File: src/rtl/beep_sequencer.sv
// beep_sequencer: queues (mode, duration) notes from the CPU and plays them
// back-to-back on the beep mode bus, with a silent gap after every note.
module beep_sequencer #(
  parameter int unsigned DEPTH      = 16,
  parameter int unsigned TICK_DIV   = 1250000,
  parameter int unsigned GAP_CYCLES = 625000
) (
  input  logic        clk_125mhz,
  input  logic        reset,
  input  logic        wr_en,
  input  logic [15:0] wr_data,
  input  logic        clr,
  output logic [7:0]  mode,
  output logic        busy,
  output logic        full,
  output logic        empty,
  output logic [8:0]  level,
  output logic        overflow
);

  localparam int unsigned AW      = (DEPTH > 1) ? $clog2(DEPTH) : 1;
  localparam int unsigned CNT_MAX = (TICK_DIV > GAP_CYCLES) ? TICK_DIV : GAP_CYCLES;
  localparam int unsigned CW      = (CNT_MAX > 1) ? $clog2(CNT_MAX) : 1;

  localparam logic [CW-1:0] TickLast = CW'(TICK_DIV - 1);
  // Only meaningful when GAP_CYCLES > 0; the GAP state is unreachable otherwise.
  localparam logic [CW-1:0] GapLast  = CW'(GAP_CYCLES - 1);
  localparam logic [8:0]    LevelMax = 9'(DEPTH);

  typedef enum logic [1:0] {StIdle, StLoad, StPlay, StGap} state_e;

  state_e          state_q;
  logic [15:0]     note_q;
  logic [7:0]      tick_q;
  logic [CW-1:0]   cyc_q;
  logic [7:0]      mode_q;

  logic [15:0]     mem_q [DEPTH];
  logic [AW-1:0]   wr_ptr_q;
  logic [AW-1:0]   rd_ptr_q;
  logic [8:0]      level_q;
  logic            overflow_q;
  logic            wr_q;

  logic            push_req;
  logic            push_ok;
  logic            pop;
  logic [7:0]      dur_last;

  // Push/pop decode; full is taken from the registered level, so a same-cycle pop
  // cannot make room for a push.
  always_comb begin
    push_req = wr_en & ~wr_q;
    push_ok  = push_req & ~full & ~clr;
    pop      = (state_q == StIdle) & ~empty & ~clr;
    dur_last = note_q[15:8] - 8'd1;
  end

  // Rising-edge detect on the slower-domain write strobe.
  always_ff @(posedge clk_125mhz or posedge reset) begin
    if (reset) begin
      wr_q <= 1'b0;
    end else begin
      wr_q <= wr_en;
    end
  end

  // FIFO storage; contents need no reset since level gates every read.
  always_ff @(posedge clk_125mhz) begin
    if (push_ok) begin
      mem_q[wr_ptr_q] <= wr_data;
    end
  end

  // FIFO pointers, occupancy and sticky overflow flag.
  always_ff @(posedge clk_125mhz or posedge reset) begin
    if (reset) begin
      wr_ptr_q   <= '0;
      rd_ptr_q   <= '0;
      level_q    <= '0;
      overflow_q <= 1'b0;
    end else if (clr) begin
      wr_ptr_q   <= '0;
      rd_ptr_q   <= '0;
      level_q    <= '0;
      overflow_q <= 1'b0;
    end else begin
      if (push_ok) begin
        wr_ptr_q <= wr_ptr_q + AW'(1);
      end
      if (pop) begin
        rd_ptr_q <= rd_ptr_q + AW'(1);
      end
      if (push_ok && !pop) begin
        level_q <= level_q + 9'd1;
      end else if (!push_ok && pop) begin
        level_q <= level_q - 9'd1;
      end
      if (push_req && full) begin
        overflow_q <= 1'b1;
      end
    end
  end

  // Playback FSM with registered mode output.
  always_ff @(posedge clk_125mhz or posedge reset) begin
    if (reset) begin
      state_q <= StIdle;
      note_q  <= '0;
      tick_q  <= '0;
      cyc_q   <= '0;
      mode_q  <= '0;
    end else if (clr) begin
      state_q <= StIdle;
      tick_q  <= '0;
      cyc_q   <= '0;
      mode_q  <= '0;
    end else begin
      unique case (state_q)
        StIdle: begin
          mode_q <= '0;
          if (!empty) begin
            note_q  <= mem_q[rd_ptr_q];
            state_q <= StLoad;
          end
        end
        StLoad: begin
          if (note_q[15:8] == 8'd0) begin
            state_q <= StIdle;
          end else begin
            mode_q  <= note_q[7:0];
            tick_q  <= '0;
            cyc_q   <= '0;
            state_q <= StPlay;
          end
        end
        StPlay: begin
          if (cyc_q == TickLast) begin
            cyc_q <= '0;
            if (tick_q == dur_last) begin
              mode_q  <= '0;
              state_q <= (GAP_CYCLES == 0) ? StIdle : StGap;
            end else begin
              tick_q <= tick_q + 8'd1;
            end
          end else begin
            cyc_q <= cyc_q + CW'(1);
          end
        end
        StGap: begin
          if (cyc_q == GapLast) begin
            cyc_q   <= '0;
            state_q <= StIdle;
          end else begin
            cyc_q <= cyc_q + CW'(1);
          end
        end
        default: state_q <= StIdle;
      endcase
    end
  end

  // Status outputs derived from registered state.
  always_comb begin
    full     = (level_q == LevelMax);
    empty    = (level_q == 9'd0);
    busy     = (state_q != StIdle) | ~empty;
    level    = level_q;
    overflow = overflow_q;
    mode     = mode_q;
  end

endmodule
File: config.mk
export PLATFORM = sky130hd
export DESIGN_NAME = beep_sequencer
export DESIGN_NICKNAME = d
export VERILOG_FILES = /design/src/rtl/beep_sequencer.sv
export SDC_FILE = /design/constraint.sdc
export NUM_CORES = 1
export LEC_CHECK = 0
export ABC_AREA = 1
export CAP_MARGIN = 30
export CORE_ASPECT_RATIO = 1.5
export CORE_UTILIZATION = 45
export DETAILED_ROUTE_END_ITERATION = 12
export GPL_ROUTABILITY_DRIVEN = 1
export PLACE_DENSITY_LB_ADDON = 0.12
export RECOVER_POWER = 100
export REMOVE_ABC_BUFFERS = 1
export SYNTH_ARGS = -nofsm -noshare
export SYNTH_HDL_FRONTEND = slang
export SYNTH_SLANG_ARGS = --single-unit
File: constraint.sdc
create_clock -name clk_125mhz -period 2.7 [get_ports clk_125mhz]
set_input_delay 0.27 -clock clk_125mhz [delete_from_list [all_inputs] [get_ports clk_125mhz]]
set_output_delay 0.27 -clock clk_125mhz [all_outputs]
set_load 0.02 [all_outputs]
# After elaboration in Yosys (flattened, before gate mapping)
# Memory sizes are Yosys's and may differ from the RTL's. A register that Yosys moved wholly into a read port is not among the register bits.
# Cells that the tools add are included.
# Widths: inputs -> output; s select.
[totals] word_cells=94 output_inout_bits=21 mem_count=1 reg_bits=58 in_bits=20 ramBits=256
[mem_list] memory="mem_q" words=16 width=16 rd=1 rd_ports_with_merged_regs=1 wr=1 line="38" source="logic [15:0] mem_q [DEPTH];"
[classes] n_eq_ne=13 reduce_logical=21 n_mux=33 n_bitwise=10 add_sub_neg=7
[op_table] op="$mux 21" count=4
[op_table] op="$mux 8" count=8
[op_table] op="$pmux 21 s3" count=1
[op_table] op="$mux 9" count=3
[op_table] op="$pmux 8 s3" count=1
[op_table] op="$add 21x1->21 const B" count=1
[op_table] op="$eq 21x20->1 const B" count=1
[op_table] op="$eq 21x21->1 const B" count=1
[op_table] op="$ne 3x3->1 const B" count=6
[op_table] op="$mux 4" count=4
[op_table] op="$pmux 8 s2" count=1
[op_table] op="$mux 2" count=6
[op_table] op="$reduce_and 4->1" count=3
[op_table] op="$add 9x1->9 const B" count=1
[op_table] op="$eq 9x5->1 const B" count=1
[op_table] op="$logic_not 9->1" count=1
[op_table] op="$sub 9x1->9 const B" count=1
[op_table] op="$add 4x1->4 const B" count=2
[op_table] op="$add 8x1->8 const B" count=1
[op_table] op="$eq 8x8->1" count=1
[op_table] op="$logic_not 8->1" count=1
[op_table] op="$pmux 2 s4" count=1
[op_table] op="$reduce_bool 2->1" count=4
[op_table] op="$reduce_bool 4->1" count=2
[op_table] op="other kinds (13)" count=28

# Depth between registers and ports, before layout
[logic_depth] ltp_word=9 mapped_depth=18 ltp_nobuf=18

# Worst setup path after synthesis
# Ideal clock, no wire load.
[synth_path] kind="flip-flop to flip-flop" from="reg level_q[7] (netlist: level[7])" to="reg level_q[8] (netlist: level[8])" stages_incl_launch_ff=18 required_time_ns=2.583 slack_ns=0.303 t_arrival_ns=2.280 period_less_slack_ns=2.397 n_path_buf=0 path_cell_list="dfrtp_1 nor2_1 nand2_1 nor2_1 nand2_1 nand3_1 inv_2 nand2_2 inv_1 fa_1 inv_1 nand3_1 nand2_1 nand4_1 nand3_1 nand3_1 nand3_1 nand2_1"
[synth_between] elab_chain_len=8
[synth_lines] item="start, declared" line="41" source="logic [8:0] level_q;"
[synth_lines] item="start signal, assigned" line="95" source="level_q <= level_q + 9'd1;"
[synth_lines] item="start signal, assigned" line="97" source="level_q <= level_q - 9'd1;"
[synth_lines] item="branches (longest 8 deep; another with $sub 9x1->9)"
# Several ways; the timed one is not identified. The select of a mux whose other input is x is not followed.
# A chain may end at the register's enable or synchronous reset.

# Worst setup path in the final report
[layout_path] from="reg level_q[0] (netlist: level[0])" to="out full"
[layout_between] elab_chain_len=1
[layout_lines] item="$eq 9x5->1" line="165" source="full = (level_q == LevelMax);"
[layout_lines] item="end, declared" line="15" source="output logic full,"
# Every way passes these cells.

==> summary.txt <==
Initial Util - 46.02%
period utilisation layout - 93.02%
die footprint - 33400 um^2
status - completed
CP Data Arrival Time - 2.24 ns
H-tree depth - 2
Avg WL per Cell - 19.25 um
row count - 80
pre-CTS setup slack - 0.1056 ns
Max Freq - 0.3982 GHz
Initial DRT Pass Iterations - 5
Combinational Power Share - 29.6%
Least-Margin Pin Slew - 1.395 ns
worst reg2reg startpoint - level[0]
final hold vios - 0
Hold Crit Start - wr_en
vias in the first global route - 10.21k
worst min-delay path class - input port to register
Core ar. - 31930 um^2
critical path type - register to output pin
peak per-stage delay on the critical path - 0.59 ns
CP Buf/Inv Count - 3
Yosys warning count - 0
Reg2Reg Setup Slack - 0.24 ns
max-slew violations - 0
Worst-path clk slew - 0.06 ns
WHS Endpoint - wr_q
delay-heaviest family, CP - buffers and inverters
IR Drop Worst-Case VDD - 597.1 uV
Flop pwr share - 38.8%
Worst-Skew Late Latency - 0.53 ns
number of flops mapped to enable cells by yosys - 256
number of routed nets with antenna violations - 0
port bufs - 40
top cells by area, synth - edfxtp_1 (52%), dfrtp_1 (13%), nor2_1 (7.1%)
Gate Count Post-Synth - 1374
crit end category - output pin
Design Power - 15.81 mW
placed wire-length estimate - 23100 um
CTS tree - done
Root Driver - clkbuf_16
post-synth cell types - 47
total grt overflow - 0
CTS sink count - 330
LEAKAGE - 6.251 nW
Final nets - 1484
Hold Path Depth - 1
P_int - 10.45 mW
post-route DRC violation count - 0
Cell Area, Synth - 14700 um^2
synthesized flop and latch total - 330
Switching Share - 33.94%
Worst Path Max Fanout - 5
MaxCap Viol Count - 0
Vias/cell - 5.449
worst setup margin - 0.1884 ns
Sw Pwr - 5.366 mW
ys async rst share - 22.42%
top cell type's share of synthesized area - 52.31%
most frequent cell after synthesis - nor2_1
Total GRT Usage - 22.50%
post-route setup TNS - 0 ns
first-pass GRT wire length - 56680 um
top_reg_cell synth - edfxtp_1
Final Setup Violations - 0
vias post-DR - 10.24k
layout cells sized above 1 - 11.71%
Setup crit start kind - register
initial antenna violation count - 1
reg2reg path depth - 17
WP data required - 2.43 ns
largest net degree at the start of global routing - 114
Total Wirelength - 36180 um
Die Wd - 149.6 um
total CTS buffers - 35
clk_skew - 0.01682 ns
post-layout min period - 2.512 ns
Yosys top cell by area - edfxtp_1
Final GP Congestion - 0.8726
DR iter-0 viols - 621
post-synthesis sequential area ratio - 64.91%
ANT cells - 0
Avg Synthesized Cell Area - 10.70 um^2
Reg-to-Reg End - level[8]
slowest CP cell - clkdlybuf4s50_1
Rel. slew slack - 6.469%
IO Pins - 41
clock buffer depth - 3
worst path cell trace - nor2_1, nand2_1, nor2_1, nand2_1, buf_4, inv_1, clkdlybuf4s50_1
Clk network pwr share - 31.6%
synth-to-layout area growth - 16.09%
pwr dens - 926.9 nW/um^2
Fillers - 2789
Die Y - 223.3 um
top cells by instance count after synthesis - nor2_1 (277), edfxtp_1 (256), nand2_1 (180)
[registers in the layout, indices dropped and copies added (netlist names)]
| signal | count |
|---|---|
| mem_q | 256 |
| cyc_q | 21 |
| note_q | 16 |
| level | 9 |
| mode | 8 |
| tick_q | 8 |
| rd_ptr_q | 4 |
| wr_ptr_q | 4 |
| state_q | 2 |
| overflow | 1 |
| wr_q | 1 |
[cell type report]
| class | instances | area (um^2) | area share, % |
|---|---|---|---|
| Clock buffer | 40 | 894.6 | 5.244 |
| Clock inverter | 23 | 289.0 | 1.694 |
| Inverter | 72 | 272.8 | 1.599 |
| Multi-Input combinational cell | 909 | 4639 | 27.19 |
| Sequential cell | 330 | 9547 | 55.96 |
| Tap cell | 410 | 513.0 | 3.007 |
| Timing Repair Buffer | 95 | 904.6 | 5.303 |
[power by group through the flow]
stage / Sequential, mW / Combinational, mW / Clock, mW
final: 6.14 / 4.69 / 4.99
after global routing: 6.18 / 5.29 / 5.27
after CTS: 6.14 / 4.75 / 5.09
after detailed placement: 6.24 / 4.73 / 0
after global placement: 6.23 / 4.70 / 0
after floorplan: 6.46 / 2.78 / 0
[metal layers]
layer / vias to the layer above / GRT usage (%) / part of all wire (%)
li1: 4943 / - / -
met3: 67 / 3.067 / 3.6
met1: 5015 / 27.19 / 41
met2: 213 / 40.38 / 53
met5: - / 0 / 0
met4: 0 / 7.999 / 2.9
[worst max path at each step]
stage / startpoint / endpoint / slack (ns) / cells after the start
3_5_place_dp: clr / level[8] / 0.11 / 15
6_report: level[0] / full / 0.19 / 7
3_3_place_gp: clr / level[8] / 0.1 / 15
4_1_cts: level[8] / busy / 0.09 / 5
5_1_grt: level[2] / level[8] / -0.03 / 17
2_1_floorplan: rd_ptr_q[0] / note_q[1] / -1.50 / 7
[kinds of logic after synthesis]
| kind of cell | share of synthesized area, % |
|---|---|
| xor+xnor | 1.132 |
| flops | 64.91 |
| simple gates | 16.88 |
| buf+inv | 3.925 |
| fa+ha+maj | 1.839 |
| compound gates | 11.31 |
[cells in the final DEF (no fill, tap or decap), types with 3 or more instances in the layout]
cell type	count
clkinv_2	6
dfrtp_1	72
nor2_1	259
bufinv_16	6
buf_12	8
ha_1	20
nand3b_1	3
nand2_4	4
buf_4	44
a21oi_1	13
nor3_1	17
nand2_1	180
inv_2	13
clkdlybuf4s50_1	21
inv_6	5
o21ai_1	44
xnor2_1	7
o22ai_1	4
o211ai_1	65
clkbuf_16	35
o21ai_0	141
clkbuf_1	8
a31oi_1	11
dlygate4sd3_1	18
xor2_1	12
nand3_1	55
a21o_1	3
nor2_2	22
nand4_1	14
edfxtp_1	256
nand2_2	11
inv_1	55
clkinv_1	6
[per-stage QoR]
stage	utilization [%]	area (um^2)	instances	hold WS, ns
floorplan	-	14390	1311	0.3014
global placement	49.73	15880	1816	0.4544
detailed placement	49.73	15880	1816	0.4599
CTS	53.43	17060	1879	0.1114
global route	53.43	17060	1879	0.3277
finish	53.43	17060	1879	0.3302
[timing repair]
action | CTS | global route
hold buffers | 0 | 0
gates resized for setup | 0 | 6
buffers inserted | 0 | 0
endpoints found under the setup margin | 0 | 6
Note: power is estimated with default switching activity, not from simulation.
